`src/rtl/boot_loader.sv`:
```
// Serial frame loader: parses SYNC/ADDR/LEN/DATA/CHK byte records from a UART
// stream and writes 16-bit words to memory, holding the CPU off while a frame is open.
module boot_loader #(
  parameter int          ADDRESS_WIDTH  = 16,
  parameter int          TIMEOUT_CYCLES = 65535,
  parameter logic [7:0]  SYNC_BYTE      = 8'hA5
) (
  input  logic                     clock,
  input  logic                     reset,
  input  logic                     rx_valid,
  input  logic [7:0]               rx_data,
  output logic                     mem_write_enable,
  output logic [ADDRESS_WIDTH-1:0] mem_write_address,
  output logic [15:0]              mem_data_out,
  output logic                     cpu_hold,
  output logic                     busy,
  output logic                     done,
  output logic                     error
);

  typedef enum logic [2:0] {
    S_IDLE, S_ADDR_HI, S_ADDR_LO, S_LEN_HI, S_LEN_LO, S_DATA_HI, S_DATA_LO, S_CHECK
  } state_t;

  // Idle counter holds values 0 .. TIMEOUT_CYCLES-1; expiry is detected at the last value.
  localparam int TW = (TIMEOUT_CYCLES < 2) ? 1 : $clog2(TIMEOUT_CYCLES);
  localparam logic [TW-1:0] TMO_LAST = TW'(TIMEOUT_CYCLES - 1);

  state_t r_state;
  state_t w_state_next;

  logic [15:0]              r_addr;
  logic [7:0]               r_len_hi;
  logic [15:0]              r_ptr;
  logic [15:0]              r_cnt;
  logic [7:0]               r_hi;
  logic [7:0]               r_sum;
  logic [TW-1:0]            r_tmo;
  logic                     r_we;
  logic [ADDRESS_WIDTH-1:0] r_waddr;
  logic [15:0]              r_wdata;
  logic                     r_done;
  logic                     r_error;
  logic                     r_busy;

  logic       w_timeout;
  logic       w_sync;
  logic [7:0] w_sum_add;
  logic       w_we_next;
  logic       w_done_next;
  logic       w_error_next;

  assign w_timeout = (r_state != S_IDLE) && !rx_valid && (r_tmo == TMO_LAST);
  assign w_sync    = (r_state == S_IDLE) && rx_valid && (rx_data == SYNC_BYTE);
  assign w_sum_add = r_sum + rx_data;

  always_ff @(posedge clock or posedge reset) begin
    if (reset) r_state <= S_IDLE;
    else       r_state <= w_state_next;
  end

  always_comb begin
    w_state_next = r_state;
    if (w_timeout) begin
      w_state_next = S_IDLE;
    end else if (rx_valid) begin
      case (r_state)
        S_IDLE:    if (rx_data == SYNC_BYTE) w_state_next = S_ADDR_HI;
        S_ADDR_HI: w_state_next = S_ADDR_LO;
        S_ADDR_LO: w_state_next = S_LEN_HI;
        S_LEN_HI:  w_state_next = S_LEN_LO;
        S_LEN_LO:  w_state_next = ({r_len_hi, rx_data} == 16'h0000) ? S_CHECK : S_DATA_HI;
        S_DATA_HI: w_state_next = S_DATA_LO;
        S_DATA_LO: w_state_next = (r_cnt == 16'h0001) ? S_CHECK : S_DATA_HI;
        S_CHECK:   w_state_next = S_IDLE;
        default:   w_state_next = S_IDLE;
      endcase
    end
  end

  always_comb begin
    w_we_next    = (r_state == S_DATA_LO) && rx_valid;
    w_done_next  = (r_state == S_CHECK) && rx_valid && (w_sum_add == 8'h00);
    w_error_next = r_error;
    if (w_sync)
      w_error_next = 1'b0;
    if (w_timeout || ((r_state == S_CHECK) && rx_valid && (w_sum_add != 8'h00)))
      w_error_next = 1'b1;
  end

  always_ff @(posedge clock or posedge reset) begin
    if (reset) begin
      r_addr   <= '0;
      r_len_hi <= '0;
      r_ptr    <= '0;
      r_cnt    <= '0;
      r_hi     <= '0;
      r_sum    <= '0;
      r_tmo    <= '0;
      r_we     <= 1'b0;
      r_waddr  <= '0;
      r_wdata  <= '0;
      r_done   <= 1'b0;
      r_error  <= 1'b0;
      r_busy   <= 1'b0;
    end else begin
      r_we    <= w_we_next;
      r_done  <= w_done_next;
      r_error <= w_error_next;
      r_busy  <= (w_state_next != S_IDLE);

      if (r_state == S_IDLE || rx_valid || w_timeout) r_tmo <= '0;
      else                                             r_tmo <= r_tmo + 1'b1;

      if (w_sync)
        r_sum <= 8'h00;
      else if (rx_valid && r_state != S_IDLE)
        r_sum <= w_sum_add;

      if (rx_valid) begin
        case (r_state)
          S_ADDR_HI: r_addr[15:8] <= rx_data;
          S_ADDR_LO: r_addr[7:0]  <= rx_data;
          S_LEN_HI:  r_len_hi     <= rx_data;
          S_LEN_LO: begin
            r_cnt <= {r_len_hi, rx_data};
            r_ptr <= r_addr;
          end
          S_DATA_HI: r_hi <= rx_data;
          S_DATA_LO: begin
            r_wdata <= {r_hi, rx_data};
            r_waddr <= r_ptr[ADDRESS_WIDTH-1:0];
            r_ptr   <= r_ptr + 16'h0001;
            r_cnt   <= r_cnt - 16'h0001;
          end
          default: ;
        endcase
      end
    end
  end

  assign mem_write_enable  = r_we;
  assign mem_write_address = r_waddr;
  assign mem_data_out      = r_wdata;
  assign cpu_hold          = r_busy;
  assign busy              = r_busy;
  assign done              = r_done;
  assign error             = r_error;

endmodule

```
`config.mk`:
```
export PLATFORM = sky130hd
export DESIGN_NAME = boot_loader
export DESIGN_NICKNAME = d
export VERILOG_FILES = /design/src/rtl/boot_loader.sv
export SDC_FILE = /design/constraint.sdc
export NUM_CORES = 1
export LEC_CHECK = 0
export CAP_MARGIN = 15
export CORE_MARGIN = 2
export CORE_UTILIZATION = 53
export DETAILED_ROUTE_END_ITERATION = 16
export HOLD_SLACK_MARGIN = 0.12
export PLACE_DENSITY = 0.76
export SKIP_LAST_GASP = 1
export SLEW_MARGIN = 0
export SYNTH_ARGS = -nofsm -noshare
export SYNTH_HDL_FRONTEND = slang
export SYNTH_SLANG_ARGS = --single-unit
export TNS_END_PERCENT = 20
```
`constraint.sdc`:
```
create_clock -name clock -period 3.5 [get_ports clock]
set_input_delay 0.35 -clock clock [delete_from_list [all_inputs] [get_ports clock]]
set_output_delay 0.35 -clock clock [all_outputs]
set_load 0.05 [all_outputs]
```
==> impl_metrics.json, run 1 <==
{
  "run_status": "complete, no violations",
  "synthToLayoutAreaGrowth_pct": 19.8,
  "pin_count": 48,
  "final_cell_mix": "127 x dfrtp_1, 65 x nand2_1, 54 x mux2_2",
  "routedWlPerCell_um": 19.0,
  "r2r_end": "done",
  "die_w_um": 112,
  "p_leak_nw": 3.10,
  "cp.arrival_ns": 3.19,
  "cts_tree": "built",
  "syn_area_per_cell_um2": 10.4,
  "antenna_found_initial": 0,
  "htreeDepth": 4,
  "hp-class": "in -> async",
  "layout_commonest_cell": "dfrtp_1",
  "place_ws_ns": 0.370,
  "clkPwrFrac_pct": 24.1,
  "critPathKind": "in -> reg",
  "ant_nets": 0,
  "final-setup-viol-count": 0,
  "path_delay_family": "compound AO/OA/AOI/OAI gates",
  "fin_worst_skew_ns": 0.0158,
  "postCtsHoldBufs": 0,
  "p_seq_share_pct": 35.2,
  "clockBufferDepth": 2,
  "track_usage_pct": 25.9,
  "worstPathRequired_ns": 3.85,
  "hold_ws_ns": 0.446,
  "io_buffers": 47,
  "cts_setup_buffers": 0,
  "synth_enable_flop_cells": 0,
  "cts_root_buf": "clkbuf_16",
  "die_h_um": 112,
  "synth-seq-area-share_pct": 51.0,
  "grt_pass1_vias": 4967,
  "via_per_inst": 6.12,
  "r2r-start": "r_sum[0]",
  "clkSlewWorstSetupHoldPaths_ns": 0.06,
  "ys_ff_latch": 127,
  "dp.final_hpwl_um": 10000,
  "gp_congestion": 0.876,
  "relSlewSlack_pct": 49.9,
  "grt_max_degree": 128,
  "tightest_slew_ns": 0.750,
  "wirelength_um": 15300,
  "max_cap_viol_count": 0,
  "rsz0062_at_grt": "no",
  "reg2reg_slack_ns": 0.96,
  "syn_inst": 598,
  "intPower_w": 0.00449,
  "grt_pass1_wl_um": 25300,
  "register_area_um2": 3180,
  "synth_area_um2": 6230,
  "setup_tns_ns": 0,
  "crit_path_max_incr_delay_ns": 0.62,
  "report.final.slew_viol_count": 0,
  "drt_iter0_drc": 356,
  "post-route-period-util_pct": 81.4,
  "drt_first_pass_iters": 5,
  "clkLatencyLatePin_ns": 0.43,
  "antenna_cells": 0,
  "async_reset_ff_share_pct": 100,
  "crit_path_end_kind": "flop",
  "clock-sinks": 127,
  "syn_nets": 622,
  "dieArea_um2": 12600,
  "fin_ws_ns": 0.652,
  "swShare_pct": 40.7,
  "vias": 4918,
  "row_count": 39,
  "overflow": 0,
  "drc": 0,
  "cts-buffers-inserted": 17,
  "r2r.worst_path.cells": 7,
  "power_density_nw_per_um2": 1020,
  "startpoint_type": "input port",
  "yosysWarnings": 0,
  "start_util_pct": 54.5,
  "path_max_fanout": 9,
  "layout_min_cycle_time_ns": 2.85,
  "cts_resized": 0,
  "hold_viol": 0,
  "core_um2": 11400,
  "finalNetCount": 671,
  "synth_cell_types": 68,
  "max_clock_freq_mhz": 351,
  "fill_cells": 903,
  "p_comb_share_pct": 40.7,
  "peakVddDrop_mv": 0.725,
  "multi_input_area_um2": 2860,
  "p_sw_w": 0.00308,
  "ys.flop_type": "dfrtp_1",
  "crit_chain": "clkdlybuf4s50_1 > ha_1 > fa_1 > a211oi_1 > o21ai_0 > a221oi_1 > and4bb_1 > and4_1",
  "crit_buf_inv": 1,
  "critical-path-slowest-cell": "clkdlybuf4s50_1",
  "drive_gt1_share_pct": 17.1
}
## cell usage after synthesis, types with 4 or more instances
cell       count  share of area [%]
a21oi_1       37                3.0
a22o_1         4               0.56
a2bb2oi_1      5               0.70
a31oi_1        5               0.50
and2_1         4               0.40
and3_1         5               0.50
buf_2         12               0.96
clkbuf_1      14               0.84
dfrtp_1      127                 51
ha_1          12                2.4
inv_1         11               0.66
mux2_2        54                9.8
nand2_1       65                3.9
nand3_1       24                1.9
nand4_1       10                1.0
nor2_1        49                3.0
nor3_1        13                1.0
nor3b_1        6               0.72
nor4_1         8               0.80
o21ai_0       31                2.5
o22ai_1       14                1.4
o2bb2ai_1      4               0.56
xnor2_1       10                1.4
xor2_1         7               0.98
## kinds of logic after synthesis
group / Yosys count / share of synthesized area, %
DFF: 127 / 51.0
and+or+nand+nor: 214 / 17.5
xor gates and xnor gates: 17 / 2.39
buffers and inverters: 42 / 3.07
muxes: 55 / 9.93
adders and majority gates: 13 / 2.73
AOI/OAI and AO/OA: 130 / 13.3
## metal layers
layer | up-vias | routed length (um) | share of wire, % | track usage [%]
li1 | 2287 | - | - | -
met1 | 2427 | 6330 | 41 | 32.7
met2 | 163 | 7690 | 50 | 41.5
met3 | 41 | 752 | 4.9 | 6.80
met4 | 0 | 523 | 3.4 | 12.9
met5 | - | 0 | 0 | 0
## how the worst max path moves through the flow
| stage | from | end | depth (start not counted) |
|---|---|---|---|
| floorplan | r_sum[0] | error | 7 |
| detailed placement | rx_data[0] | error | 8 |
| finish | rx_data[0] | done | 8 |
| global placement | rx_data[0] | error | 8 |
| global route | rx_data[0] | error | 8 |
| CTS | rx_data[0] | done | 8 |
## power by group through the flow
| stage | Clock [W] | Combinational (W) | Sequential [W] |
|---|---|---|---|
| 4_1_cts | 0.00183 | 0.00309 | 0.00266 |
| 2_1_floorplan | 0 | 0.00171 | 0.00313 |
| 3_3_place_gp | 0 | 0.00297 | 0.00262 |
| 3_5_place_dp | 0 | 0.00306 | 0.00267 |
| 6_report | 0.00182 | 0.00309 | 0.00267 |
| 5_1_grt | 0.00192 | 0.00335 | 0.00276 |
## worst min-delay path, cell delays in order
cell and delay, ns:
clkdlybuf4s50_1 0.44, clkinvlp_4 0.10, buf_12 0.46
## final cells by class
| cell class | instances | area share, % |
|---|---|---|
| inverter | 12 | 0.654 |
| clock buffer | 18 | 5.76 |
| sequential | 127 | 42.6 |
| multi-input combinational | 429 | 38.4 |
| timing repair buffer | 60 | 7.79 |
| clock inverter | 14 | 2.40 |
| tap | 143 | 2.40 |
## through the flow
| step | area (um2) | total power [W] | cells | utilization [%] |
|---|---|---|---|---|
| floorplan | 6230 | 0.00484 | 598 | - |
| global placement | 6850 | 0.00559 | 771 | 60.0 |
| detailed placement | 6850 | 0.00573 | 771 | 60.0 |
| CTS | 7460 | 0.00758 | 803 | 65.3 |
| global route | 7460 | 0.00803 | 803 | 65.3 |
| finish | 7460 | 0.00758 | 803 | 65.3 |
## flip-flops by register name, indices dropped and copies added (netlist names)
register / count
r_ptr: 16
r_addr: 16
r_sum: 8
r_hi: 8
busy: 1
error: 1
r_cnt: 16
done: 1
mem_data_out: 16
r_tmo: 16
r_state: 3
mem_write_address: 16
mem_write_enable: 1
r_len_hi: 8
No activity file was read; power rests on OpenSTA's default activity.
==> run 2, diff against run 1 <==
==> constraint.sdc (replaced) <==
create_clock -name clock -period 2.4 [get_ports clock]
set_input_delay 0.24 -clock clock [delete_from_list [all_inputs] [get_ports clock]]
set_output_delay 0.24 -clock clock [all_outputs]
set_load 0.05 [all_outputs]
==> run 2 against run 1 <==
Net effect:
- global-route usage decreased by 1.3 points
- die area did not move
- cell count rose by 2.6%
- via count increased by 1.6%
- core utilization is 1.5 points higher
- flip-flop and latch count stayed put
- combinational power up 52%
- first-iteration DRC count increased by 29%
- clock skew shrank 0.0077 ns
- highest routed layer unchanged
- clock-buffer cell count grew 4
- critical path depth shrank 1
==> impl_metrics.json, run 2 (same netlist as run 1, synthesis figures left out) <==
{
  "run_status": "complete, no violations",
  "grt_pass1_wl_um": 24500,
  "post-route-period-util_pct": 93.1,
  "routedWlPerCell_um": 18.3,
  "grt_max_degree": 128,
  "clock-sinks": 127,
  "gp_congestion": 0.882,
  "clkLatencyLatePin_ns": 0.42,
  "postCtsHoldBufs": 0,
  "drt_iter0_drc": 461,
  "pin_count": 48,
  "cts-buffers-inserted": 17,
  "start_util_pct": 54.5,
  "layout_min_cycle_time_ns": 2.23,
  "row_count": 39,
  "die_h_um": 112,
  "crit_path_max_incr_delay_ns": 0.42,
  "drt_first_pass_iters": 5,
  "place_area_um2": 7010,
  "drive_gt1_share_pct": 19.8,
  "dp.final_hpwl_um": 9820,
  "clkSlewWorstSetupHoldPaths_ns": 0.05,
  "vias": 4997,
  "via_per_inst": 6.06,
  "overflow": 0,
  "die_w_um": 112,
  "power_density_nw_per_um2": 1480,
  "relSlewSlack_pct": 53.8,
  "wirelength_um": 15100,
  "final_util_pct": 66.8,
  "hp-class": "in -> async",
  "p_leak_nw": 3.21,
  "io_buffers": 47,
  "reg2reg_slack_ns": 0.17,
  "cts_tree": "built",
  "report.final.slew_viol_count": 0,
  "critical-path-slowest-cell": "fa_1",
  "rsz0062_at_grt": "no",
  "cts_root_buf": "clkbuf_16",
  "track_usage_pct": 24.6,
  "final_cell_mix": "127 x dfrtp_1, 65 x nand2_1, 54 x mux2_2",
  "drc": 0,
  "max_clock_freq_mhz": 448,
  "core_um2": 11400,
  "startpoint_type": "flop",
  "antenna_cells": 0,
  "antenna_found_initial": 0,
  "fin_worst_skew_ns": 0.00811,
  "tightest_slew_ns": 0.694,
  "post-route-cell-area_um2": 7630,
  "worstPathRequired_ns": 2.75,
  "dieArea_um2": 12600,
  "hold_viol": 0,
  "setup_tns_ns": 0,
  "path_max_fanout": 3,
  "max_cap_viol_count": 0,
  "grt_pass1_vias": 4854,
  "crit_chain": "ha_1 > fa_1 > a211oi_2 > o21ai_0 > a221oi_1 > and4bb_1 > and4_1",
  "crit_path_end_kind": "flop",
  "finalPower_w": 0.0113,
  "peakVddDrop_mv": 0.951,
  "layout_commonest_cell": "dfrtp_1",
  "htreeDepth": 4,
  "cp.arrival_ns": 2.59,
  "clockBufferDepth": 2,
  "critPathKind": "reg -> reg",
  "finalNetCount": 692,
  "final-setup-viol-count": 0,
  "ant_nets": 0,
  "synthToLayoutAreaGrowth_pct": 22.5
}
## run 2: worst max-delay path, delay by kind of cell, from the launching register on
kind,cells,cell delay [ns]
DFF,1,0.38
AOI/OAI and AO/OA,3,0.70
adders and majority gates,2,0.63
and+or+nand+nor,2,0.44
## run 2: worst paths after layout
path | start | endpoint | depth (start not counted)
hold reg to reg | r_hi[7] | mem_data_out[15] | 2
min in group clock | r_hi[7] | mem_data_out[15] | 2
setup / recovery | r_sum[0] | done | 7
hold / removal | reset | mem_data_out[12] | 3
setup reg to reg | r_sum[0] | done | 7
max in group asynchronous | reset | r_ptr[9] | 3
## run 2: area by class of cell
cell class,count,area [um2]
Inverter,12,48.8
Clock inverter,10,134
Tap cell,143,179
Multi-Input combinational cell,429,2870
Fill cell,907,3790
Clock buffer,22,484
Sequential cell,127,3180
Timing Repair Buffer,81,738
## run 2: power by group
part	switching, W	internal, W
Clock	0.000928	0.00174
Combinational	0.00269	0.00202
Sequential	0.000834	0.00307
Total	0.00445	0.00682
## run 2: per-layer routing
metal | up-vias | share of wire, % | GRT usage, %
met5 | - | 0 | 0
met4 | 0 | 1.9 | 8.54
met3 | 23 | 4.5 | 5.62
met2 | 159 | 52 | 42.1
met1 | 2502 | 42 | 30.8
li1 | 2313 | - | -
## run 2: what timing repair did
item                       CTS  global route
resized for setup            0             1
setup endpoints to repair    0             2
buffers inserted             0             0
## run 2: metrics by stage
stage               hold WS [ns]  setup WS, ns  std cells
finish                     0.349         0.167        824
global route               0.464        0.0120        824
CTS                        0.416        0.0845        824
detailed placement         0.449        -0.225        792
global placement           0.447        -0.171        792
floorplan                  0.385         0.276        598
